File: src/rtl/instruction_fetch_queue.sv
// instruction_fetch_queue: owns the fetch PC, drives a RAM with one-cycle
// synchronous read latency, buffers returned words with their PCs in a small
// prefetch FIFO and hands them to decode over valid/ready. Redirects flush
// everything buffered or in flight and restart fetch at the target.
// Optional feature macro: IFETCH_COUNT_EN adds a 32-bit completed-handshake
// counter on output fetch_count.
module instruction_fetch_queue #(
   parameter int          DEPTH    = 4,
   parameter logic [31:0] RESET_PC = 32'h0
) (
   input  logic        clk,
   input  logic        reset,
   output logic [31:0] imem_raddr,
   input  logic [31:0] imem_dout,
   input  logic        redirect_valid,
   input  logic [31:0] redirect_pc,
   output logic        inst_valid,
   output logic [31:0] inst,
   output logic [31:0] inst_pc,
   input  logic        inst_ready
`ifdef IFETCH_COUNT_EN
   ,
   output logic [31:0] fetch_count
`endif
);

   localparam int AW = $clog2(DEPTH);
   localparam int CW = AW + 1;

   logic [31:0]   fetch_pc_q, fetch_pc_d;
   logic          pend_valid_q, pend_valid_d;
   logic [31:0]   pend_pc_q, pend_pc_d;
   logic [CW-1:0] count_q, count_d;
   logic [AW-1:0] rd_ptr_q, rd_ptr_d;
   logic [AW-1:0] wr_ptr_q, wr_ptr_d;
   logic [31:0]   pc_mem_q   [DEPTH];
   logic [31:0]   inst_mem_q [DEPTH];

   logic          issue, push, pop;
   logic [CW:0]   occupancy;

   // Low address bits of the redirect target are dropped by design.
   logic unused_redirect_lsbs;
   assign unused_redirect_lsbs = ^redirect_pc[1:0];

   assign imem_raddr = fetch_pc_q;
   assign inst_valid = (count_q != '0);
   assign inst       = inst_valid ? inst_mem_q[rd_ptr_q] : 32'h0;
   assign inst_pc    = inst_valid ? pc_mem_q[rd_ptr_q]   : 32'h0;

   // Credits count the in-flight read so the FIFO can never overflow at capture.
   assign occupancy = {1'b0, count_q} + {{CW{1'b0}}, pend_valid_q};
   assign issue     = !redirect_valid && (occupancy < (CW+1)'(DEPTH));
   assign push      = pend_valid_q && !redirect_valid;
   assign pop       = inst_valid && inst_ready;

   // Next-state: redirect flushes FIFO and in-flight read, else issue/capture/pop.
   always_comb begin
      fetch_pc_d   = fetch_pc_q;
      pend_valid_d = 1'b0;
      pend_pc_d    = pend_pc_q;
      count_d      = count_q;
      rd_ptr_d     = rd_ptr_q;
      wr_ptr_d     = wr_ptr_q;
      if (redirect_valid) begin
         fetch_pc_d = {redirect_pc[31:2], 2'b00};
         count_d    = '0;
         rd_ptr_d   = '0;
         wr_ptr_d   = '0;
      end else begin
         if (issue) begin
            pend_valid_d = 1'b1;
            pend_pc_d    = fetch_pc_q;
            fetch_pc_d   = fetch_pc_q + 32'd4;
         end
         if (push) wr_ptr_d = wr_ptr_q + AW'(1);
         if (pop)  rd_ptr_d = rd_ptr_q + AW'(1);
         count_d = count_q + CW'(push) - CW'(pop);
      end
   end

   // Control state register with synchronous reset.
   always_ff @(posedge clk) begin
      if (reset) begin
         fetch_pc_q   <= RESET_PC;
         pend_valid_q <= 1'b0;
         pend_pc_q    <= 32'h0;
         count_q      <= '0;
         rd_ptr_q     <= '0;
         wr_ptr_q     <= '0;
      end else begin
         fetch_pc_q   <= fetch_pc_d;
         pend_valid_q <= pend_valid_d;
         pend_pc_q    <= pend_pc_d;
         count_q      <= count_d;
         rd_ptr_q     <= rd_ptr_d;
         wr_ptr_q     <= wr_ptr_d;
      end
   end

   // FIFO storage; contents are only observed through a valid head.
   always_ff @(posedge clk) begin
      if (push) begin
         pc_mem_q[wr_ptr_q]   <= pend_pc_q;
         inst_mem_q[wr_ptr_q] <= imem_dout;
      end
   end

`ifdef IFETCH_COUNT_EN
   // Completed handshakes, including a pop in a redirect cycle.
   always_ff @(posedge clk) begin
      if (reset)    fetch_count <= 32'h0;
      else if (pop) fetch_count <= fetch_count + 32'd1;
   end
`endif

endmodule

File: config.mk
export PLATFORM = sky130hd
export DESIGN_NAME = instruction_fetch_queue
export DESIGN_NICKNAME = d
export VERILOG_FILES = /design/src/rtl/instruction_fetch_queue.sv
export SDC_FILE = /design/constraint.sdc
export NUM_CORES = 1
export LEC_CHECK = 0
export CELL_PAD_IN_SITES_DETAIL_PLACEMENT = 0
export CELL_PAD_IN_SITES_GLOBAL_PLACEMENT = 1
export CORE_ASPECT_RATIO = 1.1
export CORE_MARGIN = 2
export CORE_UTILIZATION = 46
export DETAILED_ROUTE_END_ITERATION = 16
export MAX_ROUTING_LAYER = met4
export PLACE_DENSITY_LB_ADDON = 0.1
export SLEW_MARGIN = 20
export SYNTH_ARGS = -nofsm -noshare
export SYNTH_HDL_FRONTEND = slang
export SYNTH_SLANG_ARGS = --single-unit
File: constraint.sdc
create_clock -name clk -period 3.8 [get_ports clk]
set_clock_uncertainty 0.15 [all_clocks]
set_input_delay 0.76 -clock clk [delete_from_list [all_inputs] [get_ports clk]]
set_output_delay 0.76 -clock clk [all_outputs]
set_load 0.02 [all_outputs]
[After elaboration in Yosys (flattened, before gate mapping)]
Memory sizes are Yosys's and may differ from the RTL's. A register that Yosys moved wholly into a read port is not among the register bits.
Cells that the tools add are included.
Operators by class
  $lt $le $gt $ge: 1
  bitwise gates (word level): 1
  reductions and logical operators: 8
  $add $sub $neg: 6
  multiplexer cells: 11
Operators by type and width (number)
  2-to-1 mux 32 bit: 4
  adder 32 x 3 -> 32 bit, second input constant: 1
  2-to-1 mux 2 bit: 4
  adder 2 x 1 -> 2 bit, second input constant: 2
  adder 3 x 1 -> 4 bit: 1
  less-than comparator 4 x 3 -> 1 bit, second input constant: 1
  adder 3 x 1 -> 3 bit: 1
  logical AND 1 bit: 3
  2-to-1 mux 1 bit: 3
  nonzero test 3 bit: 1
  subtractor 3 x 1 -> 3 bit: 1
  AND reduction 2 bit: 1
  nonzero test 2 bit: 1
  OR reduction 2 bit: 1
  zero test 1 bit: 1
  inverter 1 bit: 1
Word-level totals
  memories kept: 2
  output and inout port bits: 97
  bits in registers: 72
  input port bits: 68
  memory bits (writable): 256
Memories
  inst_mem_q: depth 4, bits a word 32, read ports 1, clocked after Yosys merged registers in 1, write ports 1, RTL line 37  | logic [31:0] inst_mem_q [DEPTH];
  pc_mem_q: depth 4, bits a word 32, read ports 1, clocked after Yosys merged registers in 1, write ports 1, RTL line 36  | logic [31:0] pc_mem_q [DEPTH];

[Depth between registers and ports, before layout]
Gate-level depths: netlist of run 1.
  depth in word-level cells: 5
  gate-level depth with buffers: 10
  gate-level depth less buffers: 9

[Worst setup path after synthesis of run 1]
OpenSTA, ideal clock, no wires.
  path type: input -> register
  start point: in redirect_valid
  end point: mem inst_mem_q[0][0], enable pin
  library setup time: 427 ps
  data required time: 3223 ps
  buffers on the path: 1
  cell stages on the path: 3
  data arrival time: 2620 ps
  setup slack: 603 ps
  cells stage by stage: clkbuf_1 -> nor2b_1 -> and2_1
Between the ends
  cells in the longest elaborated chain, start to end: 4
Ends and longest elaborated chain
  start: declaration: RTL line 15  | input logic redirect_valid,
  zero test 1 bit: RTL line 54  | assign push = pend_valid_q && !redirect_valid;
  logical AND 1 bit: RTL line 54
  2-to-1 mux 1 bit: RTL line 103  | if (push) begin
  2-to-1 mux 1 bit (implied by the code): RTL line 105  | inst_mem_q[wr_ptr_q] <= imem_dout;
  end: declaration: RTL line 37
Every way passes these cells.

==> run_results.csv, run 1 <==
group,metric,value,unit
setup_path,reg2reg_from,"count_q[1]$_SDFF_PP0_",
drt,ant_nets,0,
setup_path,critPathCaptureType,"primary output",
finish,area_growth,24.13,%
placement,io_buffers,158,
pwr,p_leak,5.045,nW
setup_path,crit_type,"reg2out",
setup_path,worstPathCellList,"buf_12 -> mux4_2 -> and2_1 -> clkdlybuf4s50_1",
drt,num_vias,7003,
floorplan,die_h,178.4,um
cts,numCtsBuffers,31,
cts,root_buffer,"clkbuf_16",
drt,dr_wl_met3,1.297,mm
setup_path,cp.arrival,2.71,ns
finish,final.fill_count,2106,
setup_path,cp.required,2.89,ns
yosys,synth_edf_count,248,
outcome,outcome,"finished clean",
global_routing,overflow,0,
yosys,synth_area_leaders,"edfxtp_1, dfxtp_1, mux4_2",
cts,cts_resized,0,
finish,stdcell_area,15790,um2
pwr,peakVddDrop,273.9,uV
placement,place_area,14690,um2
floorplan,num_rows,63,
cts,cts_max_level,1,
sta,fmax,276.2,MHz
sta,rsz0062_at_grt,"no",
yosys,yosys_warnings,0,
sta,setup_viol_count_final,0,
placement,gp_congestion,0.8320,
finish,diodes,0,
drt,remaining_drc_errors,0,
hold_path,worstHoldStart,"pend_pc_q[22]$_SDFFE_PP0P_",
yosys,syn_avg_cell_area,16.12,um2
drt,first_pass_iters,6,
setup_path,worst-path-max-fanout,61,
yosys,async_reset_ff_share,0,%
pwr,total_power,0.007572,W
drt,avgRoutedWirePerCell,19.35,um
setup_path,startpoint_type,"flip-flop",
drt,wl_met1,11.57,mm
yosys,yosys.area.top_type,"edfxtp_1",
hold_path,worstHoldEndpoint,"pend_pc_q[22]$_SDFFE_PP0P_",
global_routing,grt_pass1_vias,7277,
drt,dr.max_layer_used,"met4",
hold_path,holdCritPathClass,"reg2reg",
setup_path,crit_path_top_delay_cell,"mux4_2",
floorplan,core-area,27040,um2
setup_path,reg2reg_depth,9,
floorplan,die_w,162.5,um
sta,fin_crit,3.621,ns
setup_path,r2r_slack,1.15,ns
drt,drtIter0Drc,385,
floorplan,io_pins,165,
floorplan,initial_utilization,47.04,%
finish,fin_util,58.39,%
sta,max_slew_margin,59.08,%
yosys,synth_top_area_share,58.56,%
pwr,p_per_area,479.6,nW/um2
sta,maxSlewViolCount,0,
yosys,synth_cells,789,
drt,totalWireLength,25.60,mm
finish,drive_gt1_share,16.56,%
yosys,post_synth_most_frequent_cells,"edfxtp_1, nand2_1, dfxtp_1, and2_1, mux4_2",
run,cap_violations,0,
placement,hpwl,15.59,mm
yosys,yosysMostFrequentCell,"edfxtp_1",
cts,hold_buffers,0,
global_routing,grt_pass1_wl,40.40,mm
drt,routed_via_density,5.293,
finish,final_nets,1018,
cts,insertion_delay,0.55,ns
sta,tns,0,ns
yosys,yosysSeqAreaShare,69.58,%
cts,clk_pin_slew,0.06,ns
yosys,synth_flop_cell,"edfxtp_1",
setup_path,slowest_delay,0.60,ns
sta,hold_violations,0,
floorplan,die-area,28990,um2
yosys,syn_area,12720,um2
cts,cts_tree,"done",
cts,clkSinkCount,318,
yosys,yosys.cell_types.count,48,
cts,clk_path_buf_depth,3,
cts,cts_setup_buffers,0,
hold_path,whs_path_depth,2,
sta,min_period_over_period,95.29,%
global_routing,antenna_found_initial,0,
global_routing,grt_usage,18.45,%
sta,worst_pin_slew,0.6139,ns
yosys,synth_seq_cells,318,
global_routing,grt_max_degree,65,
drt,route.met2.wl,12.48,mm
setup_path,r2r-end,"count_q[2]$_SDFF_PP0_",
## per-layer routing
| metal | up-vias | global-route usage (%) |
|---|---|---|
| li1 | 3284 | - |
| met1 | 3510 | 25.33 |
| met2 | 189 | 29.70 |
| met3 | 20 | 2.976 |
| met4 | 0 | 3.577 |
| met5 | - | - |
## metrics by stage
stage	setup slack, ns	hold WS [ns]	cells
5_1_grt	0.02224	0.3654	1323
6_report	0.1790	0.3480	1323
3_3_place_gp	0.6603	0.3213	1265
4_1_cts	0.04039	0.3533	1323
2_1_floorplan	0.6031	0.3100	792
3_5_place_dp	0.6337	0.3391	1265
## critical path: cells and delay by family, from the launching register on
family | cells | cell delay (ns)
mux | 1 | 0.60
buf+inv | 2 | 0.94
flops | 1 | 0.36
simple gates | 1 | 0.18
## cell type report
| cell class | count | area [um2] | area share (%) |
|---|---|---|---|
| timing repair buffer | 169 | 1734 | 10.99 |
| clock buffer | 45 | 942.2 | 5.968 |
| inverter | 10 | 37.54 | 0.2378 |
| sequential | 318 | 8853 | 56.08 |
| tap | 357 | 446.7 | 2.830 |
| multi-input combinational | 411 | 3617 | 22.91 |
| clock inverter | 13 | 155.1 | 0.9828 |
## worst max path at each step
stage,depth (start not counted),slack (ns),to
global route,4,0.02,inst_pc[2]
CTS,3,0.04,inst_pc[3]
global placement,3,0.66,inst_pc[4]
floorplan,3,0.60,inst_mem_q[0][0]$_DFFE_PP_
finish,4,0.18,inst_pc[8]
detailed placement,3,0.63,inst_pc[3]
## placed cells by master, fill, tap and decap left out, drive strengths merged, types with 3 or more instances in the layout
cell           instances
ha                     8
inv                   12
xor2                   5
xnor2                 26
buf                   12
a211oi                24
nor4                  12
clkdlybuf4s50        157
nand3                  8
nand4                  3
nand2                 78
mux2i                  4
mux4                  62
nor2                  35
dfxtp                 70
edfxtp               248
and4                   5
conb                   4
and3                   4
clkinv                 6
and2                  67
clkbuf                45
nor3                  11
a21oi                 34
bufinv                 3
## kinds of logic (layout without fill, tap and decap cells)
kind of cell             Yosys count  count (layout)  synth area share [%]
AO/OA/AOI/OAI                     65              65                 3.168
XOR/XNOR                          31              31                 2.135
adder cells (fa/ha/maj)            9               9                0.9445
buffers and inverters             63             237                 2.263
flip-flops                       318             318                 69.58
multiplexers                      66              66                 11.32
other                              1               4               0.02949
AND/OR/NAND/NOR                  236             236                 10.56
## sequential cells by signal, indices dropped and copies added, names as in the netlist, named ones only
signal        flops
pend_valid_q      1
pend_pc_q        30
imem_raddr       30
rd_ptr_q          2
pc_mem_q        120
inst_mem_q      128
wr_ptr_q          2
count_q           3
## report_power, final
part / total (W) / leakage, nW / switching, W / internal (W)
registers: 0.00387 / 2.87 / 0.0000677 / 0.00381
logic: 0.000512 / 1.64 / 0.000259 / 0.000253
clock network: 0.00318 / 0.539 / 0.00125 / 0.00193
total: 0.00757 / 5.04 / 0.00158 / 0.00599
Power figures use the tool's default switching activity.
==> inputs of run 2 (changes only) <==
SKIP_CTS_REPAIR_TIMING = 1   (was not set)
==> results of run 2 <==
Final layout, timing and power as in run 1 (identical DEF).
==> inputs of run 3 (changes only) <==
ABC_AREA = 0   (was not set)
==> results of run 3 <==
Final layout, timing and power as in run 1 (identical DEF).
